--- src/rtl/booth_result_serializer.sv ---
// Buffers wide products from the Booth multiplier and streams each one out
// as WORD_W-bit words, least-significant word first, with valid/ready handshaking.
module booth_result_serializer #(
    parameter int PROD_W = 448,
    parameter int WORD_W = 64,
    parameter int DEPTH  = 2
) (
    input  logic                     clk,
    input  logic                     rst,
    input  logic                     in_valid,
    input  logic [PROD_W-1:0]        in_data,
    output logic                     in_ready,
    output logic                     out_valid,
    output logic [WORD_W-1:0]        out_data,
    output logic                     out_last,
    input  logic                     out_ready,
    output logic [$clog2(DEPTH):0]   level,
    output logic                     overflow
);

    localparam int N     = PROD_W / WORD_W;
    localparam int IDX_W = (N > 1) ? $clog2(N) : 1;
    localparam int PTR_W = $clog2(DEPTH);
    localparam int LVL_W = PTR_W + 1;

    typedef logic [N-1:0][WORD_W-1:0] prod_t;
    typedef enum logic {IDLE, SEND} state_t;

    state_t            state;
    prod_t             mem [DEPTH];
    logic [PTR_W-1:0]  wr_ptr;
    logic [PTR_W-1:0]  rd_ptr;
    logic [IDX_W-1:0]  word_idx;
    logic [LVL_W-1:0]  level_q;
    logic [LVL_W-1:0]  level_next;
    logic              overflow_q;
    logic              push;
    logic              pop;
    logic              xfer;
    logic              at_last;

    // in_ready depends only on the registered fill level, never on out_ready.
    assign in_ready  = (level_q != LVL_W'(DEPTH));
    assign out_valid = (state == SEND);
    assign at_last   = (word_idx == IDX_W'(N - 1));
    assign out_last  = out_valid && at_last;
    assign xfer      = out_valid && out_ready;
    assign push      = in_valid && in_ready;
    assign pop       = xfer && at_last;
    assign out_data  = out_valid ? mem[rd_ptr][word_idx] : '0;
    assign level     = level_q;
    assign overflow  = overflow_q;

    // NOTE: every signal assigned in always_comb gets a default first so no latch is inferred.
    always_comb begin
        level_next = level_q;
        case ({push, pop})
            2'b10:   level_next = level_q + 1'b1;
            2'b01:   level_next = level_q - 1'b1;
            default: level_next = level_q;
        endcase
    end

    // NOTE: the product storage has no reset; pointers and level decide which entries are meaningful.
    always_ff @(posedge clk) begin
        if (push && !rst) begin
            mem[wr_ptr] <= in_data;
        end
    end

    // NOTE: sequential state uses non-blocking assignments so all registers update from pre-edge values.
    always_ff @(posedge clk or posedge rst) begin
        if (rst) begin
            state      <= IDLE;
            wr_ptr     <= '0;
            rd_ptr     <= '0;
            word_idx   <= '0;
            level_q    <= '0;
            overflow_q <= 1'b0;
        end else begin
            level_q <= level_next;
            state   <= (level_next != '0) ? SEND : IDLE;

            if (push) begin
                wr_ptr <= wr_ptr + 1'b1;
            end
            if (in_valid && !in_ready) begin
                overflow_q <= 1'b1;
            end

            if (xfer) begin
                if (at_last) begin
                    word_idx <= '0;
                    rd_ptr   <= rd_ptr + 1'b1;
                end else begin
                    word_idx <= word_idx + 1'b1;
                end
            end
        end
    end

endmodule
--- config.mk ---
export PLATFORM = sky130hd
export DESIGN_NAME = booth_result_serializer
export DESIGN_NICKNAME = d
export VERILOG_FILES = /design/src/rtl/booth_result_serializer.sv
export SDC_FILE = /design/constraint.sdc
export NUM_CORES = 1
export LEC_CHECK = 0
export BUFFER_PORTS_ARGS = -buffer_cell sky130_fd_sc_hd__buf_2
export CORE_MARGIN = 8
export CORE_UTILIZATION = 30
export CTS_BUF_LIST = sky130_fd_sc_hd__clkbuf_8
export CTS_CLUSTER_DIAMETER = 50
export CTS_CLUSTER_SIZE = 24
export DETAILED_ROUTE_END_ITERATION = 10
export SLEW_MARGIN = 20
export SYNTH_ARGS = -nofsm -noshare
export SYNTH_HDL_FRONTEND = slang
export SYNTH_SLANG_ARGS = --single-unit
export TNS_END_PERCENT = 5
--- constraint.sdc ---
create_clock -name clk -period 34.5 [get_ports clk]
set_input_delay 0 -clock clk [delete_from_list [all_inputs] [get_ports clk]]
set_output_delay 0 -clock clk [all_outputs]
set_load 0.01 [all_outputs]
==> impl_metrics.csv, run 1 <==
group,metric,value,unit
yosys,avgSynthCellArea,20.01,µm²
yosys,muxShareOfSynthArea,13.21,%
placed_design,gp_congestion,0.7706,
yosys,yosys.area_share.simple,1.459,%
floorplanning,initial_core_util,30.26,%
clock_tree,cts_setup_buffers,0,
clock_tree,cts.repair.resized,0,
yosys,synth-edff-count,896,
floorplanning,rows,125,
yosys,syn_inst,1757,
run_status,outcome,"stopped before the end",
yosys,synth_top_family_by_area,"multiplexers",
clock_tree,cts.sinks,905,
yosys,synth_xor_area_share,0.09964,%
yosys,synth_fp_nets,2210,
floorplanning,io_pins,522,
clock_tree,cts_buffer_depth,3,
yosys,yosysSeqAreaShare,77.16,%
yosys,synth_ff_type,"edfxtp_1",
floorplanning,die_x,358.3,µm
placed_design,pre_cts_slack,29.86,ns
clock_tree,hold_buffers,781,
yosys,synth_compound_area_share,5.815,%
yosys,ys_seq_elements,905,
yosys,ys_types,34,
yosys,synth_warnings,0,
placed_design,io_buffers,521,
yosys,yosys.area_share.adder,0.03559,%
yosys,synthArstFlopShare,0.9945,%
clock_tree,cts_max_level,3,
floorplanning,die_h,358.3,µm
clock_tree,numCtsBuffers,95,
placed_design,place_hpwl,63210,µm
run_status,error,"[ERROR RSZ-0060] Max buffer count reached.",
run_status,failing_step,"clock tree synthesis (4_1_cts)",
clock_tree,root_buffer,"clkbuf_8",
yosys,syn_area,0.03516,mm²
==> through the flow <==
stage	utilization [%]	instance area (µm²)	instances
2_1_floorplan	-	35170	1757
3_3_place_gp	33.76	39230	3717
3_5_place_dp	33.76	39230	3717
==> synthesized netlist by cell type, types with 2 or more instances <==
master	instances	area, µm²
buf_2	13	65.06
nand2b_1	2	12.51
nor2b_1	65	406.6
edfxtp_1	896	26910
buf_6	43	484.2
o21ai_0	64	320.3
clkbuf_1	57	214.0
mux4_2	64	1441
mux2i_1	320	3203
o221ai_1	64	560.5
o22ai_1	64	400.4
dfrtp_1	9	225.2
nand2_1	6	22.52
o21ai_1	4	20.02
o221a_1	64	720.7
xnor2_1	3	26.28
inv_1	2	7.510
==> kinds of logic after synthesis <==
logic type | Yosys count
AOI/OAI and AO/OA | 263
muxes | 384
and+or+nand+nor | 83
adders and majority gates | 1
DFF | 905
xor gates and xnor gates | 4
buffers and inverters | 117
==> run 2, diff against run 1 <==
Settings changed: CORE_UTILIZATION 30 to 20, CTS_BUF_LIST sky130_fd_sc_hd__clkbuf_8 to unset, CTS_CLUSTER_DIAMETER 50 to unset, CTS_CLUSTER_SIZE 24 to unset, PLACE_DENSITY_LB_ADDON set to 0.15.
Clock period 34.5 ns to 44.9 ns, I/O delays scaled along.
==> run 2 against run 1 <==
The flow now finishes without violations. Synthesized cell count unchanged. Area after synthesis unchanged.
==> impl_metrics.csv, run 2 <==
group,metric,value,unit
layout,final_cell_area,0.05167,mm²
sta,maxSlewViolCount,0,
clock_tree,cts_tree,"yes",
clock_tree,clk_latency,0.72,ns
yosys,synth_warnings,0,
critical_path,rrSetupSlack,40.38,ns
power_and_ir_drop,p_int,1.912,mW
placed_design,gp_congestion,0.7185,
power_and_ir_drop,comb_power_share,31.6,%
power_and_ir_drop,power_switching,951.8,µW
floorplanning,dieArea,0.1895,mm²
yosys,syn_inst,1757,
clock_tree,cts_setup_buffers,0,
route,wl_per_cell,21.97,µm
placed_design,pre_cts_slack,39.76,ns
route,vias_per_cell,3.955,
clock_tree,hold_buffers,792,
critical_path,required,44.90,ns
yosys,synth_compound_area_share,5.815,%
power_and_ir_drop,power_density,55.43,mW/mm²
sta,relSlewSlack,23.28,%
power_and_ir_drop,p_clk_share,29.6,%
yosys,synthArstFlopShare,0.9945,%
min_path,min_path_type,"primary input to register",
global_route,grtUsageTotal,12.51,%
yosys,yosysSeqAreaShare,77.16,%
yosys,synth_area_leader_cell,"edfxtp_1",
sta,finalHoldViolations,0,
critical_path,crit_fanout,97,
yosys,ys_seq_elements,905,
yosys,synth_fp_nets,2210,
yosys,yosys-top-cells-count,"896 x edfxtp_1, 320 x mux2i_1, 65 x nor2b_1",
yosys,muxShareOfSynthArea,13.21,%
power_and_ir_drop,total_power,2.864,mW
layout,top_register,"mem",
floorplanning,core-area,0.1753,mm²
sta,setup_viol,0,
yosys,ys_types,34,
global_route,grt_pass1_vias,24726,
clock_tree,clk_pin_slew,0.06,ns
layout,final_common_cell,"edfxtp_1",
layout,utilization,29.47,%
critical_path,critPathArrivalTime,5.80,ns
clock_tree,root_buffer,"clkbuf_16",
power_and_ir_drop,leakagePower,18.19,nW
route,dr.pass1.iters,5,
layout,final_cell_mix,"896 x edfxtp_1, 792 x dlygate4sd3_1, 521 x buf_2, 320 x mux2i_1, 111 x clkbuf_16",
route,detail-route-antenna-nets,0,
route,finalWirelength,121900,µm
power_and_ir_drop,irDropWorstVdd,36.98,µV
layout,largest_reg_flops,896,
critical_path,critPathLaunch,"rd_ptr$_DFFE_PP0P_",
sta,period_share,12.91,%
global_route,grt_max_degree,138,
clock_tree,cts_max_level,3,
yosys,yosys.area_share.adder,0.03559,%
job,maxCapViolCount,0,
sta,fin_skew,0.02417,ns
critical_path,reg2reg_depth,7,
clock_tree,cts_buffer_depth,3,
placed_design,place_hpwl,78000,µm
floorplanning,rows,154,
floorplanning,die_x,435.3,µm
yosys,yosysMostFrequentCell,"edfxtp_1",
layout,area.growth.synth_to_final,46.95,%
yosys,synth_ff_type,"edfxtp_1",
power_and_ir_drop,p_sw_share,33.24,%
placed_design,post_dp_cell_area,0.04025,mm²
critical_path,worstSetupEndpoint,"out_data[23]",
sta,setup_total_negative_slack,0,ns
layout,final_nets,3549,
yosys,synth_xor_area_share,0.09964,%
yosys,synth-edff-count,896,
floorplanning,io_pins,522,
yosys,syn_area,0.03516,mm²
route,first_iter_violations,911,
global_route,antenna_found_initial,44,
min_path,whs_path_depth,2,
yosys,yosys.area_share.simple,1.459,%
sta,fin_crit,5.798,ns
layout,drive_above_1_share,24.50,%
critical_path,r2r-start,"level[0]$_DFF_PP0_",
yosys,synth_top_cell_area_share,76.52,%
global_route,grt_pass1_wl,174300,µm
clock_tree,numCtsBuffers,110,
clock_tree,cts.repair.resized,0,
sta,tightest_slew,1.151,ns
critical_path,r2r-end,"mem[0][292]$_DFFE_PP_",
power_and_ir_drop,sequentialPowerShare,38.8,%
sta,clock.fmax,172.5,MHz
critical_path,crit_path_start_kind,"register",
yosys,synth_top_family_by_area,"multiplexers",
route,vias,21950,
floorplanning,die_h,435.3,µm
placed_design,io_buffers,521,
sta,setup_ws,39.10,ns
critical_path,end_kind,"output pin",
clock_tree,cts.sinks,905,
critical_path,crit_type,"register to output pin",
floorplanning,initial_core_util,20.05,%
route,drc,0,
yosys,synth_area_leaders,"edfxtp_1 77%, mux2i_1 9.1%, mux4_2 4.1%",
global_route,grt_overflow_total,0,
sta,rsz0062_at_grt,"false",
yosys,avgSynthCellArea,20.01,µm²
run_status,outcome,"completed",
## run 2: cell families after synthesis
family                   after synthesis
AO/OA/AOI/OAI                        263
multiplexers                         384
XOR/XNOR                               4
adder cells (fa/ha/maj)                1
flip-flops                           905
AND/OR/NAND/NOR                       83
buffers and inverters                117
## run 2: per-stage QoR
stage	hold WS [ns]	instances
2_1_floorplan	-0.1721	1757
3_3_place_gp	0.06721	4532
6_report	0.06398	5550
5_1_grt	0.009391	5548
4_1_cts	0.00006761	5528
3_5_place_dp	0.07827	4532
## run 2: worst min-delay path by stage
stage | start | to | slack, ns
3_3_place_gp | rst | overflow$_DFFE_PP0P_ | 0.07
5_1_grt | in_data[97] | mem[0][97]$_DFFE_PP_ | 0.009
6_report | in_data[390] | mem[1][390]$_DFFE_PP_ | 0.06
4_1_cts | in_data[97] | mem[0][97]$_DFFE_PP_ | 0.00007
3_5_place_dp | rst | overflow$_DFFE_PP0P_ | 0.08
2_1_floorplan | rst | level[0]$_DFF_PP0_ | -0.17
## run 2: worst max-delay path, cell delays in order, from the launching register on
cell and delay, ns:
dfrtp_4 0.74, buf_12 0.64, buf_4 0.71, buf_4 0.81
buf_4 0.74, mux4_2 0.59, nor2b_1 0.14, o221a_1 0.32
buf_2 0.15
## run 2: per-layer routing
metal / track usage [%] / up-vias / wire length [µm]
met3: 2.493 / 230 / 4456
met1: 14.04 / 11211 / 48330
met2: 23.54 / 463 / 65630
met5: 0 / - / 63
met4: 4.126 / 10 / 3428
li1: - / 10036 / -
## run 2: power by group through the flow
| stage | clock (mW) | combinational, mW | sequential (mW) |
|---|---|---|---|
| floorplan | 0 | 0.558 | 1.22 |
| global placement | 0 | 0.880 | 1.13 |
| CTS | 0.879 | 0.943 | 1.11 |
| global route | 0.906 | 0.974 | 1.12 |
| finish | 0.849 | 0.905 | 1.11 |
| detailed placement | 0 | 0.881 | 1.13 |
## run 2: area by class of cell
type                    instances  area (µm²)
multi-input cells             735        7277
inverters                       3       12.51
fillers                     17650      123700
repair buffers               1341       10810
clock buffers                 139        2923
flip-flops and latches        905       27150
clock inverters                65       514.2
well taps                    2340        2928
diodes                         22       55.05
No activity file was read; power rests on OpenSTA's default activity.
==> run 3, diff against run 2 <==
Settings changed: ABC_AREA set to 1.
Clock period 44.9 ns to 5.4 ns, I/O delays scaled along.
==> run 3 against run 2 <==
Sequential share of layout area decreased by 4.8 points. Clock-buffer cell count shrank 1. Area after synthesis is 12% higher. Final cell count grew 44%. Sequential power rose to 8.2 times the previous value. Synthesized cell count is 120% higher. Flip-flop and latch count stayed put. Clock skew up 0.0024 ns. Utilization fell by 0.32 points. Routed wire length up 28%. Combinational power grew to 11 times the previous value.
==> impl_metrics.csv, run 3 <==
group,metric,value,unit
clock_tree,hold_buffers,824,
critical_path,rrSetupSlack,2.64,ns
sta,maxSlewViolCount,0,
critical_path,r2r-end,"out_valid$_DFF_PP0_",
route,detail-route-antenna-nets,0,
critical_path,crit_type,"register to output pin",
placed_design,post_dp_cell_area,0.04503,mm²
yosys,synth_area_leader_cell,"edfxtp_1",
yosys,synth_fp_nets,4354,
sta,fin_crit,3.795,ns
route,wl_per_cell,19.53,µm
critical_path,crit_chain,"buf_12 > nor2_4 > buf_12 > nand3_1 > nand2_1 > inv_1 > nand2_1 > nand2_1 > nor2_1 > buf_2",
yosys,syn_area,0.03934,mm²
sta,hold_ws,0.06059,ns
sta,rsz0062_at_grt,"false",
global_route,grt_overflow_total,0,
layout,area.growth.synth_to_final,44.62,%
route,finalWirelength,155600,µm
power_and_ir_drop,irDropWorstVdd,469.1,µV
yosys,yosysSeqAreaShare,68.97,%
job,maxCapViolCount,0,
layout,fillCellCount,20503,
global_route,grt_pass1_vias,30129,
yosys,synth_warnings,0,
critical_path,cp_common_cell,"nand2_1",
route,dr.pass1.iters,5,
yosys,synth-edff-count,896,
power_and_ir_drop,power_density,466.6,mW/mm²
floorplanning,die_h,459.5,µm
floorplanning,dieArea,0.2111,mm²
clock_tree,numCtsBuffers,113,
route,vias,30226,
critical_path,worstSetupEndpoint,"out_data[41]",
layout,final_nets,5674,
sta,relSlewSlack,36.85,%
sta,tightest_slew,0.9472,ns
global_route,grtUsageTotal,14.29,%
yosys,synth_area_leaders,"edfxtp_1 68%, nand2_1 11%, inv_1 8.2%",
yosys,synth_top_cell_area_share,68.40,%
critical_path,cp_slowest_cell,"dfrtp_4",
critical_path,critPathArrivalTime,3.79,ns
min_path,hp-start,"in_data[266]",
floorplanning,core-area,0.1952,mm²
layout,final_common_cell,"nand2_1",
clock_tree,cts_buffer_depth,3,
critical_path,reg2reg_depth,9,
yosys,ys_types,21,
layout,top_register,"mem",
power_and_ir_drop,leakagePower,24.80,nW
clock_tree,clk_latency,0.75,ns
yosys,ys_seq_elements,905,
global_route,grt_pass1_wl,220900,µm
yosys,syn_inst,3901,
power_and_ir_drop,total_power,26.54,mW
clock_tree,cts.repair.resized,0,
run_status,outcome,"completed",
critical_path,required,5.40,ns
sta,setup_viol,0,
yosys,avgSynthCellArea,10.08,µm²
layout,utilization,29.15,%
placed_design,pre_cts_slack,2.205,ns
yosys,yosys-top-cells-count,"1,119 x nand2_1, 896 x edfxtp_1, 864 x inv_1",
floorplanning,die_x,459.5,µm
layout,final_cell_mix,"1,116 x nand2_1, 896 x edfxtp_1, 859 x inv_1, 824 x dlygate4sd3_1, 521 x buf_2",
yosys,synth_ff_type,"edfxtp_1",
sta,clock.fmax,263.5,MHz
layout,final_cell_area,0.05689,mm²
layout,largest_reg_flops,896,
clock_tree,cts_tree,"yes",
sta,setup_ws,1.605,ns
critical_path,slowest_delay,0.70,ns
global_route,antenna_found_initial,85,
floorplanning,initial_core_util,20.15,%
placed_design,gp_congestion,0.7855,
yosys,yosysMostFrequentCell,"nand2_1",
critical_path,critPathLaunch,"word_idx[0]$_DFFE_PP0P_",
clock_tree,clk_pin_slew,0.05,ns
critical_path,end_kind,"output pin",
layout,drive_above_1_share,14.21,%
clock_tree,root_buffer,"clkbuf_16",
floorplanning,rows,162,
critical_path,crit_fanout,128,
min_path,min_path_type,"primary input to register",
clock_tree,cts_max_level,3,
route,first_iter_violations,1552,
route,vias_per_cell,3.794,
floorplanning,io_pins,522,
clock_tree,cts.sinks,905,
sta,period_share,70.27,%
route,drc,0,
sta,finalHoldViolations,0,
critical_path,r2r-start,"word_idx[0]$_DFFE_PP0P_",
global_route,grt_max_degree,138,
critical_path,crit_path_start_kind,"register",
placed_design,io_buffers,521,
sta,fin_skew,0.02660,ns
yosys,synthArstFlopShare,0.9945,%
placed_design,place_hpwl,102700,µm
clock_tree,cts_setup_buffers,0,
-- run 3: layer usage --
layer / track usage, % / part of all wire (%)
met1: 19.71 / 47
met2: 22.77 / 45
met3: 2.499 / 4.3
met4: 4.572 / 3.4
met5: 0 / 0.11
-- run 3: cell type report --
cell class | instances | area, µm² | area share [%]
inverters | 865 | 3262 | 5.734
clock buffers | 138 | 2922 | 5.135
flip-flops and latches | 905 | 27150 | 47.72
multi-input cells | 1947 | 8187 | 14.39
diodes | 28 | 70.07 | 0.1232
well taps | 2624 | 3283 | 5.771
clock inverters | 71 | 618.1 | 1.086
repair buffers | 1389 | 11400 | 20.04
-- run 3: how the worst min path moves through the flow --
stage                     slack (ns)  cells after the start                     to
after CTS                     0.0009                      2  mem[0][266]$_DFFE_PP_
after global placement          0.09                      2   overflow$_DFFE_PP0P_
after detailed placement        0.09                      2     wr_ptr$_DFFE_PP0P_
final                           0.06                      2  mem[1][266]$_DFFE_PP_
after floorplan                -0.17                      1     level[0]$_DFF_PP0_
after global routing            0.01                      2  mem[1][230]$_DFFE_PP_
-- run 3: worst max-delay path, delay by kind of cell, from the launching register on --
kind,cells,cell delay [ns]
buf+inv,4,1.22
simple gates,6,0.97
flops,1,0.70
-- run 3: power breakdown --
part	total (mW)	internal, mW	switching, mW
Clock	7.35	4.21	3.13
Combinational	10.1	2.85	7.24
Sequential	9.11	8.74	0.372
Total	26.5	15.8	10.7
-- run 3: stage by stage --
stage | std cells | TNS (ns)
floorplan | 3901 | -5679.82
global placement | 6906 | 0
detailed placement | 6906 | 0
CTS | 7939 | 0
global route | 7950 | 0
finish | 7967 | 0
-- run 3: cell families after synthesis --
family,after synthesis,share of synthesized area (%)
adder cells (fa/ha/maj),1,0.03180
flip-flops,905,68.97
AND/OR/NAND/NOR,1829,19.10
AO/OA/AOI/OAI,113,1.457
buffers and inverters,1049,10.35
XOR/XNOR,4,0.08907
